`config.mk`:
```
export PLATFORM = sky130hd
export DESIGN_NAME = frv_rvfi_emitter_flat
export DESIGN_NICKNAME = d
export VERILOG_FILES = /design/src/rtl/frv_rvfi_emitter_if.sv /design/src/rtl/frv_rvfi_emitter.sv /design/src/flat_wrapper.sv
export SDC_FILE = /design/constraint.sdc
export NUM_CORES = 1
export LEC_CHECK = 0
export BUFFER_PORTS_ARGS = -buffer_cell sky130_fd_sc_hd__buf_2
export CORE_AREA = 3 3 327 329
export DETAILED_ROUTE_END_ITERATION = 10
export DIE_AREA = 0 0 330 332
export PLACE_DENSITY_LB_ADDON = 0.25
export REMOVE_ABC_BUFFERS = 1
export SYNTH_ARGS = -nofsm -noshare
export SYNTH_HDL_FRONTEND = slang
export SYNTH_SLANG_ARGS = --single-unit
```
`constraint.sdc`:
```
create_clock -name g_clk -period 2.5 [get_ports g_clk]
set_input_delay 0.25 -clock g_clk [delete_from_list [all_inputs] [get_ports g_clk]]
set_output_delay 0.25 -clock g_clk [all_outputs]
set_load 0.1 [all_outputs]
```
`src/rtl/frv_rvfi_emitter_if.sv`:
```
// Retirement-record, load-response and RVFI trace signals of the emitter.
// master = producer side (writeback + memory + trace sink), slave = emitter.
interface frv_rvfi_emitter_if #(
  parameter int XLEN = 32
);
  logic                ret_valid;
  logic                ret_ready;
  logic [2*XLEN-1:0]   ret_pc;
  logic [31:0]         ret_insn;
  logic                ret_trap;
  logic [14:0]         ret_rs_addr;
  logic [3*XLEN-1:0]   ret_rs_rdata;
  logic [4:0]          ret_rd_addr;
  logic                ret_rd_wide;
  logic [2*XLEN-1:0]   ret_rd_wdata;
  logic [XLEN-1:0]     ret_mem_addr;
  logic [7:0]          ret_mem_mask;
  logic [XLEN-1:0]     ret_mem_wdata;

  logic                mem_rsp_valid;
  logic [XLEN-1:0]     mem_rsp_rdata;
  logic                mem_rsp_error;

  logic                rvfi_valid;
  logic [63:0]         rvfi_order;
  logic [31:0]         rvfi_insn;
  logic                rvfi_trap;
  logic                rvfi_intr;
  logic [2*XLEN-1:0]   rvfi_pc;
  logic [14:0]         rvfi_rs_addr;
  logic [3*XLEN-1:0]   rvfi_rs_rdata;
  logic [4:0]          rvfi_rd_addr;
  logic                rvfi_rd_wide;
  logic [2*XLEN-1:0]   rvfi_rd_wdata;
  logic [XLEN-1:0]     rvfi_mem_addr;
  logic [7:0]          rvfi_mem_mask;
  logic [XLEN-1:0]     rvfi_mem_wdata;
  logic [XLEN-1:0]     rvfi_mem_rdata;

  modport master (
    output ret_valid, ret_pc, ret_insn, ret_trap, ret_rs_addr, ret_rs_rdata,
           ret_rd_addr, ret_rd_wide, ret_rd_wdata, ret_mem_addr, ret_mem_mask,
           ret_mem_wdata, mem_rsp_valid, mem_rsp_rdata, mem_rsp_error,
    input  ret_ready, rvfi_valid, rvfi_order, rvfi_insn, rvfi_trap, rvfi_intr,
           rvfi_pc, rvfi_rs_addr, rvfi_rs_rdata, rvfi_rd_addr, rvfi_rd_wide,
           rvfi_rd_wdata, rvfi_mem_addr, rvfi_mem_mask, rvfi_mem_wdata,
           rvfi_mem_rdata
  );

  modport slave (
    input  ret_valid, ret_pc, ret_insn, ret_trap, ret_rs_addr, ret_rs_rdata,
           ret_rd_addr, ret_rd_wide, ret_rd_wdata, ret_mem_addr, ret_mem_mask,
           ret_mem_wdata, mem_rsp_valid, mem_rsp_rdata, mem_rsp_error,
    output ret_ready, rvfi_valid, rvfi_order, rvfi_insn, rvfi_trap, rvfi_intr,
           rvfi_pc, rvfi_rs_addr, rvfi_rs_rdata, rvfi_rd_addr, rvfi_rd_wide,
           rvfi_rd_wdata, rvfi_mem_addr, rvfi_mem_mask, rvfi_mem_wdata,
           rvfi_mem_rdata
  );
endinterface

```
`src/rtl/frv_rvfi_emitter.sv`:
```
// RVFI trace emitter: registers one retirement record per handshake, holding
// loads until their data returns, with a monotonic order counter.
module frv_rvfi_emitter #(
  parameter int          XLEN       = 32,
  parameter logic [63:0] ORDER_INIT = 64'd0
) (
  input logic               g_clk,
  input logic               g_resetn,
  frv_rvfi_emitter_if.slave bus
);
  typedef enum logic {ST_IDLE = 1'b0, ST_WAIT_MEM = 1'b1} state_t;

  state_t state_reg, state_next;
  logic   is_load, load_take, emit, from_mem;

  logic [63:0] count_reg;
  logic        intr_pending_reg;

  logic [2*XLEN-1:0] hold_pc_reg;
  logic [31:0]       hold_insn_reg;
  logic [14:0]       hold_rs_addr_reg;
  logic [3*XLEN-1:0] hold_rs_rdata_reg;
  logic [4:0]        hold_rd_addr_reg;
  logic              hold_rd_wide_reg;
  logic [XLEN-1:0]   hold_rd_hi_reg;
  logic [XLEN-1:0]   hold_mem_addr_reg;
  logic [7:0]        hold_mem_mask_reg;
  logic [XLEN-1:0]   hold_mem_wdata_reg;

  logic [2*XLEN-1:0] src_pc;
  logic [31:0]       src_insn;
  logic [14:0]       src_rs_addr;
  logic [3*XLEN-1:0] src_rs_rdata;
  logic [4:0]        src_rd_addr;
  logic              src_rd_wide;
  logic [XLEN-1:0]   src_rd_hi;
  logic [XLEN-1:0]   src_mem_addr;
  logic [7:0]        src_mem_mask;
  logic [XLEN-1:0]   src_mem_wdata;

  logic              emit_trap;
  logic [XLEN-1:0]   emit_lo, emit_hi, emit_mem_rdata;
  logic [4:0]        emit_rd_addr;
  logic [2*XLEN-1:0] emit_rd_wdata;
  logic [7:0]        emit_mem_mask;

  // A trapped record never waits for memory, whatever its rmask says.
  assign is_load = (bus.ret_mem_mask[3:0] != 4'd0) && !bus.ret_trap;

  always_ff @(posedge g_clk or negedge g_resetn) begin
    if (!g_resetn) state_reg <= ST_IDLE;
    else           state_reg <= state_next;
  end

  always_comb begin
    state_next = state_reg;
    case (state_reg)
      ST_IDLE:     if (bus.ret_valid && is_load) state_next = ST_WAIT_MEM;
      ST_WAIT_MEM: if (bus.mem_rsp_valid)        state_next = ST_IDLE;
      default:     state_next = ST_IDLE;
    endcase
  end

  always_comb begin
    bus.ret_ready = 1'b0;
    load_take     = 1'b0;
    emit          = 1'b0;
    from_mem      = 1'b0;
    case (state_reg)
      ST_IDLE: begin
        bus.ret_ready = 1'b1;
        load_take     = bus.ret_valid && is_load;
        emit          = bus.ret_valid && !is_load;
      end
      ST_WAIT_MEM: begin
        from_mem = 1'b1;
        emit     = bus.mem_rsp_valid;
      end
      default: ;
    endcase
  end

  always_ff @(posedge g_clk or negedge g_resetn) begin
    if (!g_resetn) begin
      hold_pc_reg        <= '0;
      hold_insn_reg      <= '0;
      hold_rs_addr_reg   <= '0;
      hold_rs_rdata_reg  <= '0;
      hold_rd_addr_reg   <= '0;
      hold_rd_wide_reg   <= 1'b0;
      hold_rd_hi_reg     <= '0;
      hold_mem_addr_reg  <= '0;
      hold_mem_mask_reg  <= '0;
      hold_mem_wdata_reg <= '0;
    end else if (load_take) begin
      hold_pc_reg        <= bus.ret_pc;
      hold_insn_reg      <= bus.ret_insn;
      hold_rs_addr_reg   <= bus.ret_rs_addr;
      hold_rs_rdata_reg  <= bus.ret_rs_rdata;
      hold_rd_addr_reg   <= bus.ret_rd_addr;
      hold_rd_wide_reg   <= bus.ret_rd_wide;
      hold_rd_hi_reg     <= bus.ret_rd_wdata[2*XLEN-1:XLEN];
      hold_mem_addr_reg  <= bus.ret_mem_addr;
      hold_mem_mask_reg  <= bus.ret_mem_mask;
      hold_mem_wdata_reg <= bus.ret_mem_wdata;
    end
  end

  assign src_pc        = from_mem ? hold_pc_reg        : bus.ret_pc;
  assign src_insn      = from_mem ? hold_insn_reg      : bus.ret_insn;
  assign src_rs_addr   = from_mem ? hold_rs_addr_reg   : bus.ret_rs_addr;
  assign src_rs_rdata  = from_mem ? hold_rs_rdata_reg  : bus.ret_rs_rdata;
  assign src_rd_addr   = from_mem ? hold_rd_addr_reg   : bus.ret_rd_addr;
  assign src_rd_wide   = from_mem ? hold_rd_wide_reg   : bus.ret_rd_wide;
  assign src_rd_hi     = from_mem ? hold_rd_hi_reg     : bus.ret_rd_wdata[2*XLEN-1:XLEN];
  assign src_mem_addr  = from_mem ? hold_mem_addr_reg  : bus.ret_mem_addr;
  assign src_mem_mask  = from_mem ? hold_mem_mask_reg  : bus.ret_mem_mask;
  assign src_mem_wdata = from_mem ? hold_mem_wdata_reg : bus.ret_mem_wdata;

  // A bus error turns the held load into a trap with no architectural effect.
  assign emit_trap      = from_mem ? bus.mem_rsp_error : bus.ret_trap;
  assign emit_lo        = from_mem ? bus.mem_rsp_rdata : bus.ret_rd_wdata[XLEN-1:0];
  assign emit_hi        = src_rd_wide ? src_rd_hi : '0;
  assign emit_rd_addr   = emit_trap ? 5'd0 : src_rd_addr;
  assign emit_rd_wdata  = (emit_rd_addr == 5'd0) ? '0 : {emit_hi, emit_lo};
  assign emit_mem_mask  = emit_trap ? 8'd0 : src_mem_mask;
  assign emit_mem_rdata = from_mem ? bus.mem_rsp_rdata : '0;

  always_ff @(posedge g_clk or negedge g_resetn) begin
    if (!g_resetn) begin
      bus.rvfi_valid     <= 1'b0;
      bus.rvfi_order     <= '0;
      bus.rvfi_insn      <= '0;
      bus.rvfi_trap      <= 1'b0;
      bus.rvfi_intr      <= 1'b0;
      bus.rvfi_pc        <= '0;
      bus.rvfi_rs_addr   <= '0;
      bus.rvfi_rs_rdata  <= '0;
      bus.rvfi_rd_addr   <= '0;
      bus.rvfi_rd_wide   <= 1'b0;
      bus.rvfi_rd_wdata  <= '0;
      bus.rvfi_mem_addr  <= '0;
      bus.rvfi_mem_mask  <= '0;
      bus.rvfi_mem_wdata <= '0;
      bus.rvfi_mem_rdata <= '0;
      count_reg          <= ORDER_INIT;
      intr_pending_reg   <= 1'b0;
    end else begin
      bus.rvfi_valid <= emit;
      if (emit) begin
        bus.rvfi_order     <= count_reg;
        bus.rvfi_insn      <= src_insn;
        bus.rvfi_trap      <= emit_trap;
        bus.rvfi_intr      <= intr_pending_reg;
        bus.rvfi_pc        <= src_pc;
        bus.rvfi_rs_addr   <= src_rs_addr;
        bus.rvfi_rs_rdata  <= src_rs_rdata;
        bus.rvfi_rd_addr   <= emit_rd_addr;
        bus.rvfi_rd_wide   <= src_rd_wide;
        bus.rvfi_rd_wdata  <= emit_rd_wdata;
        bus.rvfi_mem_addr  <= src_mem_addr;
        bus.rvfi_mem_mask  <= emit_mem_mask;
        bus.rvfi_mem_wdata <= src_mem_wdata;
        bus.rvfi_mem_rdata <= emit_mem_rdata;
        count_reg          <= count_reg + 64'd1;
        intr_pending_reg   <= emit_trap;
      end
    end
  end
endmodule

```
`src/flat_wrapper.sv`:
```
// flat-port wrapper written by rule: the top's interface ports become plain ports
module frv_rvfi_emitter_flat 
#(
  parameter int          XLEN       = 32,
  parameter logic [63:0] ORDER_INIT = 64'd0
)
  (g_clk, g_resetn, bus_ret_valid, bus_ret_pc, bus_ret_insn, bus_ret_trap, bus_ret_rs_addr, bus_ret_rs_rdata, bus_ret_rd_addr, bus_ret_rd_wide, bus_ret_rd_wdata, bus_ret_mem_addr, bus_ret_mem_mask, bus_ret_mem_wdata, bus_mem_rsp_valid, bus_mem_rsp_rdata, bus_mem_rsp_error, bus_ret_ready, bus_rvfi_valid, bus_rvfi_order, bus_rvfi_insn, bus_rvfi_trap, bus_rvfi_intr, bus_rvfi_pc, bus_rvfi_rs_addr, bus_rvfi_rs_rdata, bus_rvfi_rd_addr, bus_rvfi_rd_wide, bus_rvfi_rd_wdata, bus_rvfi_mem_addr, bus_rvfi_mem_mask, bus_rvfi_mem_wdata, bus_rvfi_mem_rdata);
  frv_rvfi_emitter_if #(.XLEN(XLEN)) bus_i ();
  input logic g_clk;
  input logic g_resetn;
  input wire logic [$bits(bus_i.ret_valid)-1:0] bus_ret_valid;
  input wire logic [$bits(bus_i.ret_pc)-1:0] bus_ret_pc;
  input wire logic [$bits(bus_i.ret_insn)-1:0] bus_ret_insn;
  input wire logic [$bits(bus_i.ret_trap)-1:0] bus_ret_trap;
  input wire logic [$bits(bus_i.ret_rs_addr)-1:0] bus_ret_rs_addr;
  input wire logic [$bits(bus_i.ret_rs_rdata)-1:0] bus_ret_rs_rdata;
  input wire logic [$bits(bus_i.ret_rd_addr)-1:0] bus_ret_rd_addr;
  input wire logic [$bits(bus_i.ret_rd_wide)-1:0] bus_ret_rd_wide;
  input wire logic [$bits(bus_i.ret_rd_wdata)-1:0] bus_ret_rd_wdata;
  input wire logic [$bits(bus_i.ret_mem_addr)-1:0] bus_ret_mem_addr;
  input wire logic [$bits(bus_i.ret_mem_mask)-1:0] bus_ret_mem_mask;
  input wire logic [$bits(bus_i.ret_mem_wdata)-1:0] bus_ret_mem_wdata;
  input wire logic [$bits(bus_i.mem_rsp_valid)-1:0] bus_mem_rsp_valid;
  input wire logic [$bits(bus_i.mem_rsp_rdata)-1:0] bus_mem_rsp_rdata;
  input wire logic [$bits(bus_i.mem_rsp_error)-1:0] bus_mem_rsp_error;
  output wire logic [$bits(bus_i.ret_ready)-1:0] bus_ret_ready;
  output wire logic [$bits(bus_i.rvfi_valid)-1:0] bus_rvfi_valid;
  output wire logic [$bits(bus_i.rvfi_order)-1:0] bus_rvfi_order;
  output wire logic [$bits(bus_i.rvfi_insn)-1:0] bus_rvfi_insn;
  output wire logic [$bits(bus_i.rvfi_trap)-1:0] bus_rvfi_trap;
  output wire logic [$bits(bus_i.rvfi_intr)-1:0] bus_rvfi_intr;
  output wire logic [$bits(bus_i.rvfi_pc)-1:0] bus_rvfi_pc;
  output wire logic [$bits(bus_i.rvfi_rs_addr)-1:0] bus_rvfi_rs_addr;
  output wire logic [$bits(bus_i.rvfi_rs_rdata)-1:0] bus_rvfi_rs_rdata;
  output wire logic [$bits(bus_i.rvfi_rd_addr)-1:0] bus_rvfi_rd_addr;
  output wire logic [$bits(bus_i.rvfi_rd_wide)-1:0] bus_rvfi_rd_wide;
  output wire logic [$bits(bus_i.rvfi_rd_wdata)-1:0] bus_rvfi_rd_wdata;
  output wire logic [$bits(bus_i.rvfi_mem_addr)-1:0] bus_rvfi_mem_addr;
  output wire logic [$bits(bus_i.rvfi_mem_mask)-1:0] bus_rvfi_mem_mask;
  output wire logic [$bits(bus_i.rvfi_mem_wdata)-1:0] bus_rvfi_mem_wdata;
  output wire logic [$bits(bus_i.rvfi_mem_rdata)-1:0] bus_rvfi_mem_rdata;
  assign bus_i.ret_valid = bus_ret_valid;
  assign bus_i.ret_pc = bus_ret_pc;
  assign bus_i.ret_insn = bus_ret_insn;
  assign bus_i.ret_trap = bus_ret_trap;
  assign bus_i.ret_rs_addr = bus_ret_rs_addr;
  assign bus_i.ret_rs_rdata = bus_ret_rs_rdata;
  assign bus_i.ret_rd_addr = bus_ret_rd_addr;
  assign bus_i.ret_rd_wide = bus_ret_rd_wide;
  assign bus_i.ret_rd_wdata = bus_ret_rd_wdata;
  assign bus_i.ret_mem_addr = bus_ret_mem_addr;
  assign bus_i.ret_mem_mask = bus_ret_mem_mask;
  assign bus_i.ret_mem_wdata = bus_ret_mem_wdata;
  assign bus_i.mem_rsp_valid = bus_mem_rsp_valid;
  assign bus_i.mem_rsp_rdata = bus_mem_rsp_rdata;
  assign bus_i.mem_rsp_error = bus_mem_rsp_error;
  assign bus_ret_ready = bus_i.ret_ready;
  assign bus_rvfi_valid = bus_i.rvfi_valid;
  assign bus_rvfi_order = bus_i.rvfi_order;
  assign bus_rvfi_insn = bus_i.rvfi_insn;
  assign bus_rvfi_trap = bus_i.rvfi_trap;
  assign bus_rvfi_intr = bus_i.rvfi_intr;
  assign bus_rvfi_pc = bus_i.rvfi_pc;
  assign bus_rvfi_rs_addr = bus_i.rvfi_rs_addr;
  assign bus_rvfi_rs_rdata = bus_i.rvfi_rs_rdata;
  assign bus_rvfi_rd_addr = bus_i.rvfi_rd_addr;
  assign bus_rvfi_rd_wide = bus_i.rvfi_rd_wide;
  assign bus_rvfi_rd_wdata = bus_i.rvfi_rd_wdata;
  assign bus_rvfi_mem_addr = bus_i.rvfi_mem_addr;
  assign bus_rvfi_mem_mask = bus_i.rvfi_mem_mask;
  assign bus_rvfi_mem_wdata = bus_i.rvfi_mem_wdata;
  assign bus_rvfi_mem_rdata = bus_i.rvfi_mem_rdata;
  frv_rvfi_emitter #(.XLEN(XLEN), .ORDER_INIT(ORDER_INIT)) u_core (.g_clk(g_clk), .g_resetn(g_resetn), .bus(bus_i));
endmodule
```
Word-level counts from Yosys, hierarchy flattened
Index checks and enable logic that the tools add are counted.

cells by class
  add/sub/neg operators = 1
  multiplexer cells = 24
  bitwise gates (word level) = 1
  reductions and logical operators = 7

operators by type and width
  operator                                        count
  two-way mux 32 bit                              7
  two-way mux 64 bit                              2
  two-way mux 96 bit                              1
  adder 64 x 1 -> 64 bit (second input constant)  1
  two-way mux 8 bit                               2
  two-way mux 15 bit                              1
  two-way mux 5 bit                               2
  two-way mux 1 bit                               7
  zero test 5 bit                                 1
  case mux 1 bit (2 select lines)                 2
  nonzero test 4 bit                              1
  logical AND 1 bit                               3
  zero test 1 bit                                 2
  inverter 1 bit                                  1

word-level totals
  register bits = 830
  input port bits = 387
  output and inout bits = 449
  word-level logic and storage cells = 60

Depth between registers and ports, before layout
Gate-level depths: netlist (run 1).

  word-level depth = 5
  mapped depth = 11
  gate-level depth less buffers = 6

Least setup slack after synthesis (run 1)
OpenSTA, ideal clock, no wires.

  path kind = register to register
  start point = register u_core.state_reg
  end point = register u_core.state_reg
  library setup time = 0.087 ns
  data arrival time = 2.075 ns
  required time = 2.413 ns
  setup slack = 0.338 ns
  stages on the path, launching flop included = 7
  buffers on the path = 4
  clock period less this slack = 2.162 ns
  cell sequence = dfrtp_1 -> clkbuf_1 -> buf_2 -> buf_1 -> clkbuf_1 -> inv_1 -> o21bai_1

between the ends
  longest elaborated chain between the ends = 2

RTL lines
  item                               RTL line                source
  from (decl)                        frv_rvfi_emitter.sv:13  state_t state_reg, state_next;
  from (signal assigned)             frv_rvfi_emitter.sv:52  else state_reg <= state_next;
  inverter 1 bit                     frv_rvfi_emitter.sv:57  case (state_reg)
  case mux 1 bit (2 select lines) *  frv_rvfi_emitter.sv:57
  named net u_core.state_next        frv_rvfi_emitter.sv:13

Mark *: on every way through the listed nets, which the timed path passes. The rest lies on a longest branch.
A chain may end at the register's enable or synchronous reset.

Worst setup path after layout (run 1)
  start point = register u_core.state_reg
  end point = output bus_ret_ready

between the ends
  longest elaborated chain between the ends = 1

RTL lines
  item               RTL line                source
  two-way mux 1 bit  frv_rvfi_emitter.sv:69  case (state_reg)
  to (decl)          flat_wrapper.sv:26      output wire logic [$bits(bus_i.ret_ready)-1:0] bus_ret_ready;

No other way between the ends.

==> out/qor.csv, run 1 <==
stage,metric,value,unit
status,status,"finished, final reports clean",
synth,synth-async-reset-ratio,100,%
sta,fin_skew,0.0225,ns
setup_path,rr_endpoint,u_core.count_reg[63],
setup_path,worst_setup_path_end_kind,output pin,
clock_network,cts-buffers-inserted,94,
floorplan,core,104000,um^2
synth,synth_edf_count,0,
cells_and_area,num-fill-cells,9523,
synth,yosys_warnings,0,
setup_path,timing_worst_setup_path_type,flop to output pin,
global_routing,grt_antenna_before_repair,9,
placed_design,port-buffer-count,835,
clock_network,cts-htree-levels,3,
global_routing,grt-ovfl-total,0,
clock_network,clk_root_buffer_cell,sky130_fd_sc_hd__clkbuf_16,
sta,relSlewSlack,52.7,%
clock_network,clock_path_buffers,3,
drt,avgRoutedWirePerCell,18.7,um
floorplan,row_count,118,
power,ir_drop,959,uV
setup_path,critical_path.top_delay_family,buffers and inverters,
sta,final-max-slew-violation-count,0,
placed_design,globalplace.congestion,0.796,
synth,synth_top_cells_by_area,"sky130_fd_sc_hd__dfrtp_1 (60%), sky130_fd_sc_hd__mux2_2 (10%), sky130_fd_sc_hd__mux2i_1 (10%), sky130_fd_sc_hd__nand2_1 (5.9%), sky130_fd_sc_hd__o21ai_0 (4.6%)",
synth,ys_seq_area_share,60.4,%
placed_design,place_worst_setup_slack,0.0668,ns
clock_network,clk_pin_slew_worst_paths,0.06,ns
clock_network,cts_sinks,830,
sta,final.period_utilization,93.6,%
setup_path,cp-start-kind,flop,
synth,synthesis.area,34400,um^2
sta,final-hold-violation-count,0,
floorplan,floorplan.initialDensity,33.1,%
synth,netlist-cell-type-count,45,
synth,ys.flop_type,sky130_fd_sc_hd__dfrtp_1,
drt,remaining_drc_errors,0,
synth,syn-instance-count,2838,
floorplan,chipHeight,332,um
cells_and_area,nets,4469,
global_routing,first_global_vias,27300,
synth,synthDominantAreaCellType,sky130_fd_sc_hd__dfrtp_1,
cells_and_area,finalCoreUtilization,46.1,%
floorplan,io-pin-count,836,
setup_path,worst_r2r_startpoint,u_core.state_reg,
sta,finalHoldWorstSlack,0.166,ns
setup_path,timing.critical_path.required,2.25,ns
placed_design,postPlaceCellArea,40900,um^2
cells_and_area,area.growth.synth_to_final,39.3,%
drt,detail-route-antenna-nets,0,
drt,via_per_inst,4.69,
min_path,worst_min_path_start,bus_mem_rsp_error,
min_path,min_delay_worst_type,input port to flop,
floorplan,die_area,110000,um^2
setup_path,worstPathCellList,buf_16 > inv_1 > buf_4,
setup_path,timing.reg2reg.worst_path_depth,5,
drt,firstDrtPassIters,5,
sta,timing.final.crit_period,2.34,ns
sta,rsz_0062_raised_after_global_routing,false,
global_routing,grt_start_max_net_pins,104,
run,maxCapViolCount,0,
power,power.leakage,22.8,nW
sta,setup_viol,0,
global_routing,grtUsageTotal,18.5,%
power,power.density,1110,nW/um^2
synth,post_synth.cell_area_avg,12.1,um^2
setup_path,worstPathBufferInverterCount,3,
cells_and_area,final_area,47900,um^2
setup_path,regToRegSetupSlack,0.18,ns
sta,post-route-worst-setup-slack,0.161,ns
placed_design,detail_placement_hpwl,72500,um
synth,seq_cells_post_synth,830,
sta,max_freq,428,MHz
min_path,holdPathStages,3,
sta,worst-slew-pin-transition,0.709,ns
sta,totalNegativeSetupSlack,0,ns
setup_path,critPathMaxFanout,65,
setup_path,slowest_stage,sky130_fd_sc_hd__dfrtp_4,
min_path,endpoint_of_the_worst_hold_timing_path,u_core.bus.rvfi_mem_mask[2],
drt,drt-initial-drc-count,1317,
cells_and_area,post_route_cells_drive_above_1_share,34.8,%
synth,netlist.area_leader.share,60.4,%
global_routing,grt_pass1_wl,160000,um
clock_network,clkLatencyLatePin,0.65,ns
setup_path,critical-path-max-stage-delay,0.51,ns
floorplan,die_width,330,um
drt,route.final.wire_length,103000,um
setup_path,cp_data_arrival_time,2.09,ns
clock_network,tritoncts,done,
drt,num_vias,26000,
[timing repair]
action	4_1_cts	5_1_grt
setup endpoints to repair	1	1
buffers inserted	0	0
resized for setup	1	1
hold endpoints to repair	728	0
hold buffers	382	0
[synth_stat cells (4+ instances only)]
| cell type | count |
|---|---|
| sky130_fd_sc_hd__a21oi_1 | 6 |
| sky130_fd_sc_hd__and2_1 | 5 |
| sky130_fd_sc_hd__clkbuf_1 | 159 |
| sky130_fd_sc_hd__inv_1 | 14 |
| sky130_fd_sc_hd__and3_1 | 5 |
| sky130_fd_sc_hd__buf_2 | 19 |
| sky130_fd_sc_hd__mux2i_1 | 343 |
| sky130_fd_sc_hd__nand4_1 | 23 |
| sky130_fd_sc_hd__xor2_1 | 34 |
| sky130_fd_sc_hd__nor4_2 | 6 |
| sky130_fd_sc_hd__nor4_1 | 7 |
| sky130_fd_sc_hd__xnor2_1 | 28 |
| sky130_fd_sc_hd__nand3_1 | 16 |
| sky130_fd_sc_hd__o31ai_1 | 39 |
| sky130_fd_sc_hd__a32o_1 | 32 |
| sky130_fd_sc_hd__mux2_2 | 319 |
| sky130_fd_sc_hd__o21ai_0 | 316 |
| sky130_fd_sc_hd__dfrtp_1 | 830 |
| sky130_fd_sc_hd__nand2_1 | 541 |
| sky130_fd_sc_hd__nor3_1 | 20 |
| sky130_fd_sc_hd__nor2_1 | 34 |
| sky130_fd_sc_hd__a22oi_1 | 4 |
[cell families (layout without fill, tap and decap cells)]
family / count (synthesis) / count (layout) / share of synthesized area, %
compound gates: 406 / 406 / 6.84
xor+xnor: 62 / 62 / 1.58
fa+ha+maj: 1 / 1 / 0.0364
buf+inv: 198 / 1517 / 2.27
flops: 830 / 830 / 60.4
mux: 662 / 662 / 20.4
other cells: 0 / 8 / 0
simple gates: 679 / 679 / 8.40
[final cells by class]
type,count,area (um^2),share of cell area (%)
Antenna cell,8,20.0,0.0418
Tap cell,1380,1730,3.61
Clock buffer,140,2850,5.95
Sequential cell,830,20800,43.4
Multi-Input combinational cell,1810,12800,26.8
Clock inverter,32,319,0.666
Timing Repair Buffer,1330,9310,19.4
Inverter,15,56.3,0.118
[placed cells by master, fill, tap and decap left out, drive strengths merged, types with 3 or more instances in the layout]
cell type,count
a21oi,6
a22oi,4
a32o,32
and2,5
and3,5
and4,3
buf,948
bufinv,4
clkbuf,140
clkinv,23
dfrtp,830
diode,8
dlygate4sd3,382
inv,18
mux2,319
mux2i,343
nand2,541
nand3,16
nand4,23
nor2,34
nor2b,3
nor3,20
nor4,15
nor4b,3
o21ai,317
o31ai,39
or3,3
or4,4
xnor2,28
xor2,34
[power by group]
group          switching, mW  internal [mW]  leakage [nW]
clock                   5.60           8.30          1.57
combinational           16.7           4.26          11.0
sequential              1.68           16.4          10.3
total                   24.0           28.9          22.8
[stage by stage]
step	power [mW]	cells
final	52.9	5545
after global routing	55.2	5544
after CTS	53.5	5537
after detailed placement	38.9	4983
after global placement	38.7	4983
after floorplan	35.2	2655
[how the worst max path moves through the flow]
stage                    startpoint                       to  slack, ns  cells after the start
6_report           u_core.state_reg            bus_ret_ready       0.16                      3
5_1_grt        u_core.count_reg[11]     u_core.count_reg[63]      0.003                      5
4_1_cts            u_core.state_reg            bus_ret_ready       0.04                      3
3_5_place_dp    bus_ret_mem_mask[3]     u_core.count_reg[61]       0.07                      6
3_3_place_gp    bus_ret_mem_mask[3]     u_core.count_reg[51]       0.09                      6
2_1_floorplan      u_core.state_reg  u_core.hold_insn_reg[0]     -30.85                      3
[worst register-to-register path, stage by stage (launching register included)]
cell                        delay, ns
sky130_fd_sc_hd__dfrtp_4         0.55
sky130_fd_sc_hd__mux2_2          0.31
sky130_fd_sc_hd__o2111ai_4       0.19
sky130_fd_sc_hd__or4_4           0.66
sky130_fd_sc_hd__nor4_2          0.38
sky130_fd_sc_hd__xor2_1          0.17
[per-layer routing]
metal,wire length [um],track usage [%],vias to the layer above
li1,-,-,12400
met1,42800,22.7,12700
met2,50600,31.5,710
met3,5820,3.77,205
met4,4280,7.90,0
met5,0,0,-
Power figures use the tool's default switching activity.
==> inputs of run 2 (changes only) <==
--- a/config.mk
+++ b/config.mk
@@ -5,10 +5,11 @@
 export SDC_FILE = /design/constraint.sdc
 export NUM_CORES = 1
 export LEC_CHECK = 0
+export ABC_AREA = 1
 export BUFFER_PORTS_ARGS = -buffer_cell sky130_fd_sc_hd__buf_2
-export CORE_AREA = 3 3 327 329
+export CORE_MARGIN = 3
+export CORE_UTILIZATION = 35
 export DETAILED_ROUTE_END_ITERATION = 10
-export DIE_AREA = 0 0 330 332
 export PLACE_DENSITY_LB_ADDON = 0.25
 export REMOVE_ABC_BUFFERS = 1
 export SYNTH_ARGS = -nofsm -noshare
==> run 2 against run 1 <==
  * First-iteration DRC count grew 41%
  * Die area shrank 4.8%
  * Clock power increased by 4%
  * Largest power group unchanged
  * Cell area up 0.49%
  * Non-clock buffer count fell by 24
  * Wire length increased by 10%
  * Clock skew is 0.0037 ns lower
  * Clock-buffer cell count is 7 lower
  * Hold slack got worse by 0.076 ns
==> out/qor.csv, run 2 <==
stage,metric,value,unit,change
sta,final.period_utilization,95.7,%,was 93.6%
setup_path,critical_path.top_delay_family,buffers and inverters,,unchanged
floorplan,row_count,115,,was 118
cells_and_area,mostFrequentLayoutCells,"sky130_fd_sc_hd__nand2_1 (1217), sky130_fd_sc_hd__buf_2 (833), sky130_fd_sc_hd__dfrtp_1 (829), sky130_fd_sc_hd__dlygate4sd3_1 (383), sky130_fd_sc_hd__nor2_1 (378)",,"was sky130_fd_sc_hd__buf_2 (833), sky130_fd_sc_hd__dfrtp_1 (829), sky130_fd_sc_hd__nand2_1 (541), sky130_fd_sc_hd__dlygate4sd3_1 (382), sky130_fd_sc_hd__mux2i_1 (343)"
sta,setup_viol,0,,unchanged
setup_path,worst_r2r_startpoint,u_core.state_reg,,unchanged
floorplan,chipHeight,323,um,was 332 um
placed_design,detail_placement_hpwl,79200,um,was 72500 um
synth,netlist-cell-type-count,29,,was 45
synth,synthDominantAreaCellType,sky130_fd_sc_hd__dfrtp_1,,unchanged
cells_and_area,num-fill-cells,9212,,was 9523
setup_path,slowest_stage,sky130_fd_sc_hd__dfrtp_4,,unchanged
setup_path,worst_setup_path_end_kind,output pin,,unchanged
synth,yosys_warnings,0,,unchanged
synth,synthMuxAreaShare,8.68,%,was 20.4%
synth,synth_top_cells_by_area,"sky130_fd_sc_hd__dfrtp_1 (59%), sky130_fd_sc_hd__nand2_1 (13%), sky130_fd_sc_hd__mux2_2 (8.7%), sky130_fd_sc_hd__a31oi_1 (4.8%), sky130_fd_sc_hd__nor2_1 (4.0%)",,"was sky130_fd_sc_hd__dfrtp_1 (60%), sky130_fd_sc_hd__mux2_2 (10%), sky130_fd_sc_hd__mux2i_1 (10%), sky130_fd_sc_hd__nand2_1 (5.9%), sky130_fd_sc_hd__o21ai_0 (4.6%)"
synth,syn-instance-count,3663,,was 2838
min_path,min_delay_worst_type,input port to flop,,unchanged
synth,synth_simple_gate_area_share,18.8,%,was 8.40%
drt,drt-initial-drc-count,1858,,was 1317
placed_design,globalplace.congestion,0.871,,was 0.796
floorplan,die_area,104000,um^2,was 110000 um^2
setup_path,cp-start-kind,flop,,unchanged
power,ir_drop,1080,uV,was 959 uV
synth,netlist.area_leader.share,59.0,%,was 60.4%
synth,synthesis.area,35200,um^2,was 34400 um^2
cells_and_area,area.growth.synth_to_final,36.8,%,was 39.3%
synth,ys_seq_area_share,59.0,%,was 60.4%
sta,final-hold-violation-count,0,,unchanged
floorplan,io-pin-count,836,,unchanged
synth,synth.cells.most_frequent,"sky130_fd_sc_hd__nand2_1 (1217), sky130_fd_sc_hd__dfrtp_1 (830), sky130_fd_sc_hd__nor2_1 (378), sky130_fd_sc_hd__a31oi_1 (271), sky130_fd_sc_hd__mux2_2 (271)",,"was sky130_fd_sc_hd__dfrtp_1 (830), sky130_fd_sc_hd__nand2_1 (541), sky130_fd_sc_hd__mux2i_1 (343), sky130_fd_sc_hd__mux2_2 (319), sky130_fd_sc_hd__o21ai_0 (316)"
synth,post-synth-top-count-cell,sky130_fd_sc_hd__nand2_1,,was sky130_fd_sc_hd__dfrtp_1
drt,firstDrtPassIters,5,,unchanged
setup_path,critical-path-max-stage-delay,0.60,ns,was 0.51 ns
global_routing,grt_antenna_before_repair,15,,was 9
floorplan,core,99000,um^2,was 104000 um^2
setup_path,critPathMaxFanout,71,,was 65
global_routing,grt_pass1_wl,174000,um,was 160000 um
setup_path,cp_data_arrival_time,2.14,ns,was 2.09 ns
placed_design,port-buffer-count,835,,unchanged
clock_network,ctsResizeCount,0,,was 1
sta,rsz_0062_raised_after_global_routing,false,,unchanged
drt,remaining_drc_errors,0,,unchanged
cells_and_area,most_common_library_cell_in_the_layout_ignoring_fill_and_taps,sky130_fd_sc_hd__nand2_1,,was sky130_fd_sc_hd__buf_2
cells_and_area,post_route_cells_drive_above_1_share,27.7,%,was 34.8%
run,maxCapViolCount,0,,unchanged
sta,final-max-slew-violation-count,0,,unchanged
setup_path,worstPathBufferInverterCount,3,,unchanged
drt,via_per_inst,4.84,,was 4.69
sta,relSlewSlack,59.3,%,was 52.7%
power,power.leakage,23.1,nW,was 22.8 nW
sta,post-route-worst-setup-slack,0.106,ns,was 0.161 ns
placed_design,place_worst_setup_slack,0.275,ns,was 0.0668 ns
synth,synth_compound_gate_area_share,7.84,%,was 6.84%
power,power.density,1120,nW/um^2,was 1110 nW/um^2
clock_network,tritoncts,done,,unchanged
setup_path,timing_worst_setup_path_type,flop to output pin,,unchanged
drt,detail-route-antenna-nets,0,,unchanged
synth,ys.flop_type,sky130_fd_sc_hd__dfrtp_1,,unchanged
status,status,"finished, final reports clean",,unchanged
setup_path,worstPathCellList,inv_8 > buf_12 > buf_12,,was buf_16 > inv_1 > buf_4
floorplan,die_width,323,um,was 330 um
clock_network,clk_root_buffer_cell,sky130_fd_sc_hd__clkbuf_16,,unchanged
clock_network,clock_path_buffers,3,,unchanged
synth,dominant_combinational_cell_family_by_area_after_synthesis,simple AND/OR/NAND/NOR gates,,was multiplexers
synth,synth_edf_count,0,,unchanged
synth,seq_cells_post_synth,830,,unchanged
drt,num_vias,30000,,was 26000
clock_network,cts-buffers-inserted,92,,was 94
sta,fin_skew,0.0188,ns,was 0.0225 ns
clock_network,clk_pin_slew_worst_paths,0.06,ns,about the same
drt,avgRoutedWirePerCell,18.4,um,was 18.7 um
sta,worst-slew-pin-transition,0.611,ns,was 0.709 ns
min_path,worst_min_path_start,bus_mem_rsp_rdata[27],,was bus_mem_rsp_error
synth,post_synth.cell_area_avg,9.60,um^2,was 12.1 um^2
setup_path,timing.critical_path.mode_cell,sky130_fd_sc_hd__buf_12,,
clock_network,cts-htree-levels,3,,unchanged
sta,max_freq,418,MHz,was 428 MHz
global_routing,grt_start_max_net_pins,108,,was 104
setup_path,worstSetupStartpoint,u_core.state_reg,,unchanged
global_routing,first_global_vias,29900,,was 27300
synth,synth-async-reset-ratio,100,%,unchanged
clock_network,clkLatencyLatePin,0.66,ns,was 0.65 ns
drt,route.final.wire_length,114000,um,was 103000 um
global_routing,grt-ovfl-total,0,,unchanged
sta,totalNegativeSetupSlack,0,ns,unchanged
setup_path,timing.critical_path.required,2.25,ns,about the same
synth,post_synth_fa_ha_maj_area_fraction,0.0356,%,was 0.0364%
clock_network,cts_sinks,830,,unchanged
sta,timing.final.crit_period,2.39,ns,was 2.34 ns
synth,post_synth_xor_area_fraction,1.07,%,was 1.58%
global_routing,grtUsageTotal,21.4,%,was 18.5%
cells_and_area,nets,5224,,was 4469
floorplan,floorplan.initialDensity,35.5,%,was 33.1%
-- run 2: layout make-up --
type	count	area, um^2	share of cell area, %
Sequential cell	830	20800	43.2
Timing Repair Buffer	1306	9170	19.1
Inverter	111	432	0.897
Clock buffer	133	2740	5.69
Clock inverter	36	522	1.08
Antenna cell	12	30.0	0.0624
Multi-Input combinational cell	2495	12800	26.7
Tap cell	1287	1610	3.35
-- run 2: worst register-to-register path: cells and delay by family (launching register included) --
family	cells	cell delay [ns]
compound gates	1	0.19
simple gates	4	0.60
flops	1	0.60
buf+inv	2	0.79
-- run 2: path summary, 6_finish.rpt --
path,cells after the start,endpoint,slack [ns]
max,3,bus_ret_ready,0.11
min,3,u_core.bus.rvfi_mem_rdata[27],0.09
max reg2reg,7,u_core.bus.rvfi_mem_addr[31],0.25
min reg2reg,2,u_core.bus.rvfi_order[29],0.47
max in group asynchronous,3,u_core.bus.rvfi_rd_wdata[51],1.46
min in group asynchronous,2,u_core.bus.rvfi_rs_rdata[63],0.15
-- run 2: routing by layer --
metal,global-route usage (%),vias to the layer above,wire length [um]
li1,-,14400,-
met1,26.1,14500,46300
met2,35.2,874,54300
met3,5.41,268,7430
met4,10.6,6,5960
met5,0,-,34
-- run 2: what timing repair did --
action	4_1_cts	5_1_grt
setup buffers	0	0
hold buffers	383	0
hold endpoints to repair	1044	0
-- run 2: per-stage QoR --
step	instances	hold slack [ns]	power [mW]	util [%]	area (um^2)
2_1_floorplan	3436	-0.0456	35.1	-	34000
3_3_place_gp	5646	0.250	39.0	41.4	41000
3_5_place_dp	5646	0.242	39.3	41.4	41000
4_1_cts	6198	0.0195	54.3	48.6	48100
5_1_grt	6206	0.0694	56.1	48.6	48100
6_report	6210	0.0904	53.9	48.6	48100
-- run 2: cell families after synthesis --
group                      after synthesis
and+or+nand+nor                       1698
DFF                                    830
AOI/OAI and AO/OA                      482
buffers and inverters                  338
muxes                                  271
xor gates and xnor gates                43
adders and majority gates                1
-- run 2: report_power, final --
part	internal, mW	leakage [nW]	switching, mW
logic	4.09	11.5	17.4
registers	16.4	9.97	1.66
clock network	8.68	1.60	5.75
total	29.1	23.1	24.8
==> inputs of run 3 (changes only) <==
--- a/config.mk
+++ b/config.mk
@@ -8,7 +8,8 @@
 export ABC_AREA = 1
 export BUFFER_PORTS_ARGS = -buffer_cell sky130_fd_sc_hd__buf_2
 export CORE_MARGIN = 3
-export CORE_UTILIZATION = 35
+export CORE_UTILIZATION = 25
+export CTS_CLUSTER_DIAMETER = 80
 export DETAILED_ROUTE_END_ITERATION = 10
 export PLACE_DENSITY_LB_ADDON = 0.25
 export REMOVE_ABC_BUFFERS = 1
==> run 3 against run 2 <==
  * Largest cell class unchanged
  * Critical endpoint is now u_core.bus.rvfi_rd_wdata[0]
  * Sequential share of layout area shrank 1.1 points
  * Register-to-register slack lost 0.12 ns
  * Die area is 39% higher
  * Critical path depth up 5
  * Combinational power barely moved
  * Largest power group unchanged
==> out/qor.csv, run 3 (same netlist as run 2, synthesis figures left out) <==
stage,metric,value,unit,change
setup_path,critPathMaxFanout,46,,was 71
power,post-layout-total-power,54.4,mW,was 53.9 mW
floorplan,io-pin-count,836,,unchanged
global_routing,grtUsageTotal,16.8,%,was 21.4%
drt,route.final.wire_length,124000,um,was 114000 um
global_routing,grt-ovfl-total,0,,unchanged
clock_network,clkLatencyLatePin,0.71,ns,was 0.66 ns
drt,via_per_inst,4.43,,was 4.84
drt,drt-initial-drc-count,1508,,was 1858
clock_network,cts_sinks,830,,unchanged
cells_and_area,area.growth.synth_to_final,40.5,%,was 36.8%
sta,max_freq,422,MHz,was 418 MHz
min_path,min_delay_worst_type,input port to asynchronous set/reset pin,,was input port to flop
drt,num_vias,30300,,was 30000
setup_path,timing.reg2reg.worst_path_depth,8,,was 7
cells_and_area,mostFrequentLayoutCells,"sky130_fd_sc_hd__nand2_1 (1217), sky130_fd_sc_hd__buf_2 (833), sky130_fd_sc_hd__dfrtp_1 (829), sky130_fd_sc_hd__dlygate4sd3_1 (384), sky130_fd_sc_hd__nor2_1 (378)",,"was sky130_fd_sc_hd__nand2_1 (1217), sky130_fd_sc_hd__buf_2 (833), sky130_fd_sc_hd__dfrtp_1 (829), sky130_fd_sc_hd__dlygate4sd3_1 (383), sky130_fd_sc_hd__nor2_1 (378)"
cells_and_area,post_route_cells_drive_above_1_share,28.2,%,was 27.7%
clock_network,cts-buffers-inserted,96,,was 92
cells_and_area,most_common_library_cell_in_the_layout_ignoring_fill_and_taps,sky130_fd_sc_hd__nand2_1,,unchanged
floorplan,core,140000,um^2,was 99000 um^2
setup_path,cp-start-kind,flop,,unchanged
sta,relSlewSlack,57.0,%,was 59.3%
floorplan,chipHeight,381,um,was 323 um
clock_network,clk_root_buffer_cell,sky130_fd_sc_hd__clkbuf_16,,unchanged
drt,avgRoutedWirePerCell,18.2,um,was 18.4 um
clock_network,clock_path_buffers,3,,unchanged
sta,rsz_0062_raised_after_global_routing,false,,unchanged
sta,setup_viol,0,,unchanged
global_routing,grt_start_max_net_pins,97,,was 108
sta,worst-slew-pin-transition,0.645,ns,was 0.611 ns
drt,remaining_drc_errors,0,,unchanged
cells_and_area,num-fill-cells,14400,,was 9212
setup_path,cp_data_arrival_time,3.01,ns,was 2.14 ns
clock_network,cts-htree-levels,3,,unchanged
clock_network,clk_pin_slew_worst_paths,0.06,ns,about the same
setup_path,timing.critical_path.required,3.13,ns,was 2.25 ns
floorplan,die_width,381,um,was 323 um
sta,final-max-slew-violation-count,0,,unchanged
sta,totalNegativeSetupSlack,0,ns,unchanged
setup_path,timing_worst_setup_path_type,flop to flop,,was flop to output pin
floorplan,row_count,137,,was 115
cells_and_area,nets,5270,,was 5224
global_routing,grt_antenna_before_repair,18,,was 15
global_routing,first_global_vias,30300,,was 29900
floorplan,die_area,145000,um^2,was 104000 um^2
power,power.density,1100,nW/um^2,was 1120 nW/um^2
floorplan,floorplan.initialDensity,25.2,%,was 35.5%
placed_design,globalplace.congestion,0.867,,was 0.871
clock_network,tritoncts,done,,unchanged
sta,final-hold-violation-count,0,,unchanged
sta,timing.final.crit_period,2.37,ns,was 2.39 ns
drt,detail-route-antenna-nets,0,,unchanged
sta,final.period_utilization,94.8,%,was 95.7%
global_routing,grt_pass1_wl,189000,um,was 174000 um
sta,fin_skew,0.0438,ns,was 0.0188 ns
setup_path,worst_setup_path_end_kind,flop,,was output pin
run,maxCapViolCount,0,,unchanged
drt,firstDrtPassIters,8,,was 5
power,power.leakage,23.4,nW,was 23.1 nW
status,status,"finished, final reports clean",,unchanged
placed_design,port-buffer-count,835,,unchanged
power,ir_drop,920,uV,was 1080 uV
placed_design,detail_placement_hpwl,86800,um,was 79200 um
-- run 3: changes by cell type in the layout (fill, tap and decap cells not counted), moves of 5 or more --
cell	delta
sky130_fd_sc_hd__clkinvlp_4	-5
sky130_fd_sc_hd__clkbuf_8	+5
sky130_fd_sc_hd__buf_4	+31
sky130_fd_sc_hd__clkinv_2	-7
sky130_fd_sc_hd__clkbuf_1	+6
-- run 3: final timing paths --
kind	from	endpoint	slack, ns
min in group g_clk	bus_mem_rsp_rdata[5]	u_core.bus.rvfi_mem_rdata[5]	0.12
worst min-delay path	g_resetn	u_core.hold_rs_rdata_reg[69]	0.12
worst max register to register	u_core.state_reg	u_core.bus.rvfi_rd_wdata[0]	0.13
max in group asynchronous	g_resetn	u_core.bus.rvfi_insn[12]	1.41
worst max-delay path	u_core.state_reg	u_core.bus.rvfi_rd_wdata[0]	0.13
worst min register to register	u_core.bus.rvfi_order[28]	u_core.bus.rvfi_order[28]	0.47
-- run 3: stage by stage --
step | util, % | worst slack (ns) | cell area, um^2 | instances | hold slack, ns
6_report | 35.4 | 0.129 | 49400 | 6843 | 0.118
5_1_grt | 35.4 | 0.00845 | 49400 | 6836 | 0.0434
4_1_cts | 35.4 | 0.0255 | 49400 | 6831 | 0.00229
3_5_place_dp | 30.1 | 0.288 | 42000 | 6269 | 0.223
3_3_place_gp | 30.1 | 0.297 | 42000 | 6269 | 0.223
2_1_floorplan | - | -15.64 | 34000 | 3436 | -0.0456
-- run 3: area by class of cell --
type                    count  area [um^2]  area share (%)
diodes                     12         30.0          0.0608
clock buffers             148         2930            5.93
clock inverters            23          387           0.782
inverters                 111          445           0.901
multi-input cells        2495        12800            26.0
flip-flops and latches    830        20800            42.0
well taps                1876         2350            4.75
repair buffers           1347         9640            19.5
repair inverters            1         8.76          0.0177
-- run 3: where the power goes --
part           total (mW)  switching (mW)  internal, mW
clock network        14.6            5.90          8.70
registers            18.1            1.73          16.4
logic                21.7            17.5          4.25
total                54.4            25.1          29.3
-- run 3: critical path, stage by stage (launching register included) --
cell	delay, ns
sky130_fd_sc_hd__dfrtp_4	0.49
sky130_fd_sc_hd__nor2_1	0.27
sky130_fd_sc_hd__nand2_1	0.20
sky130_fd_sc_hd__nand2_8	0.31
sky130_fd_sc_hd__inv_12	0.16
sky130_fd_sc_hd__a21oi_1	0.16
sky130_fd_sc_hd__dlygate4sd3_1	0.57
sky130_fd_sc_hd__nand2_1	0.05
sky130_fd_sc_hd__nand2_1	0.06
-- run 3: metal layers --
metal	global-route usage, %	routed length (um)	vias up
met1	21.4	53800	14700
li1	-	-	14500
met2	27.2	57600	905
met3	4.86	8630	203
met5	0	82	-
met4	5.57	4070	12
-- run 3: repair_timing --
action / CTS / global route
hold buffers: 384 / 0
cloned: 4 / 0
endpoints found under the hold margin: 1054 / 0
pin swaps: 0 / 1
resized for setup: 4 / 3
setup buffers: 3 / 0
setup endpoints to repair: 1 / 3
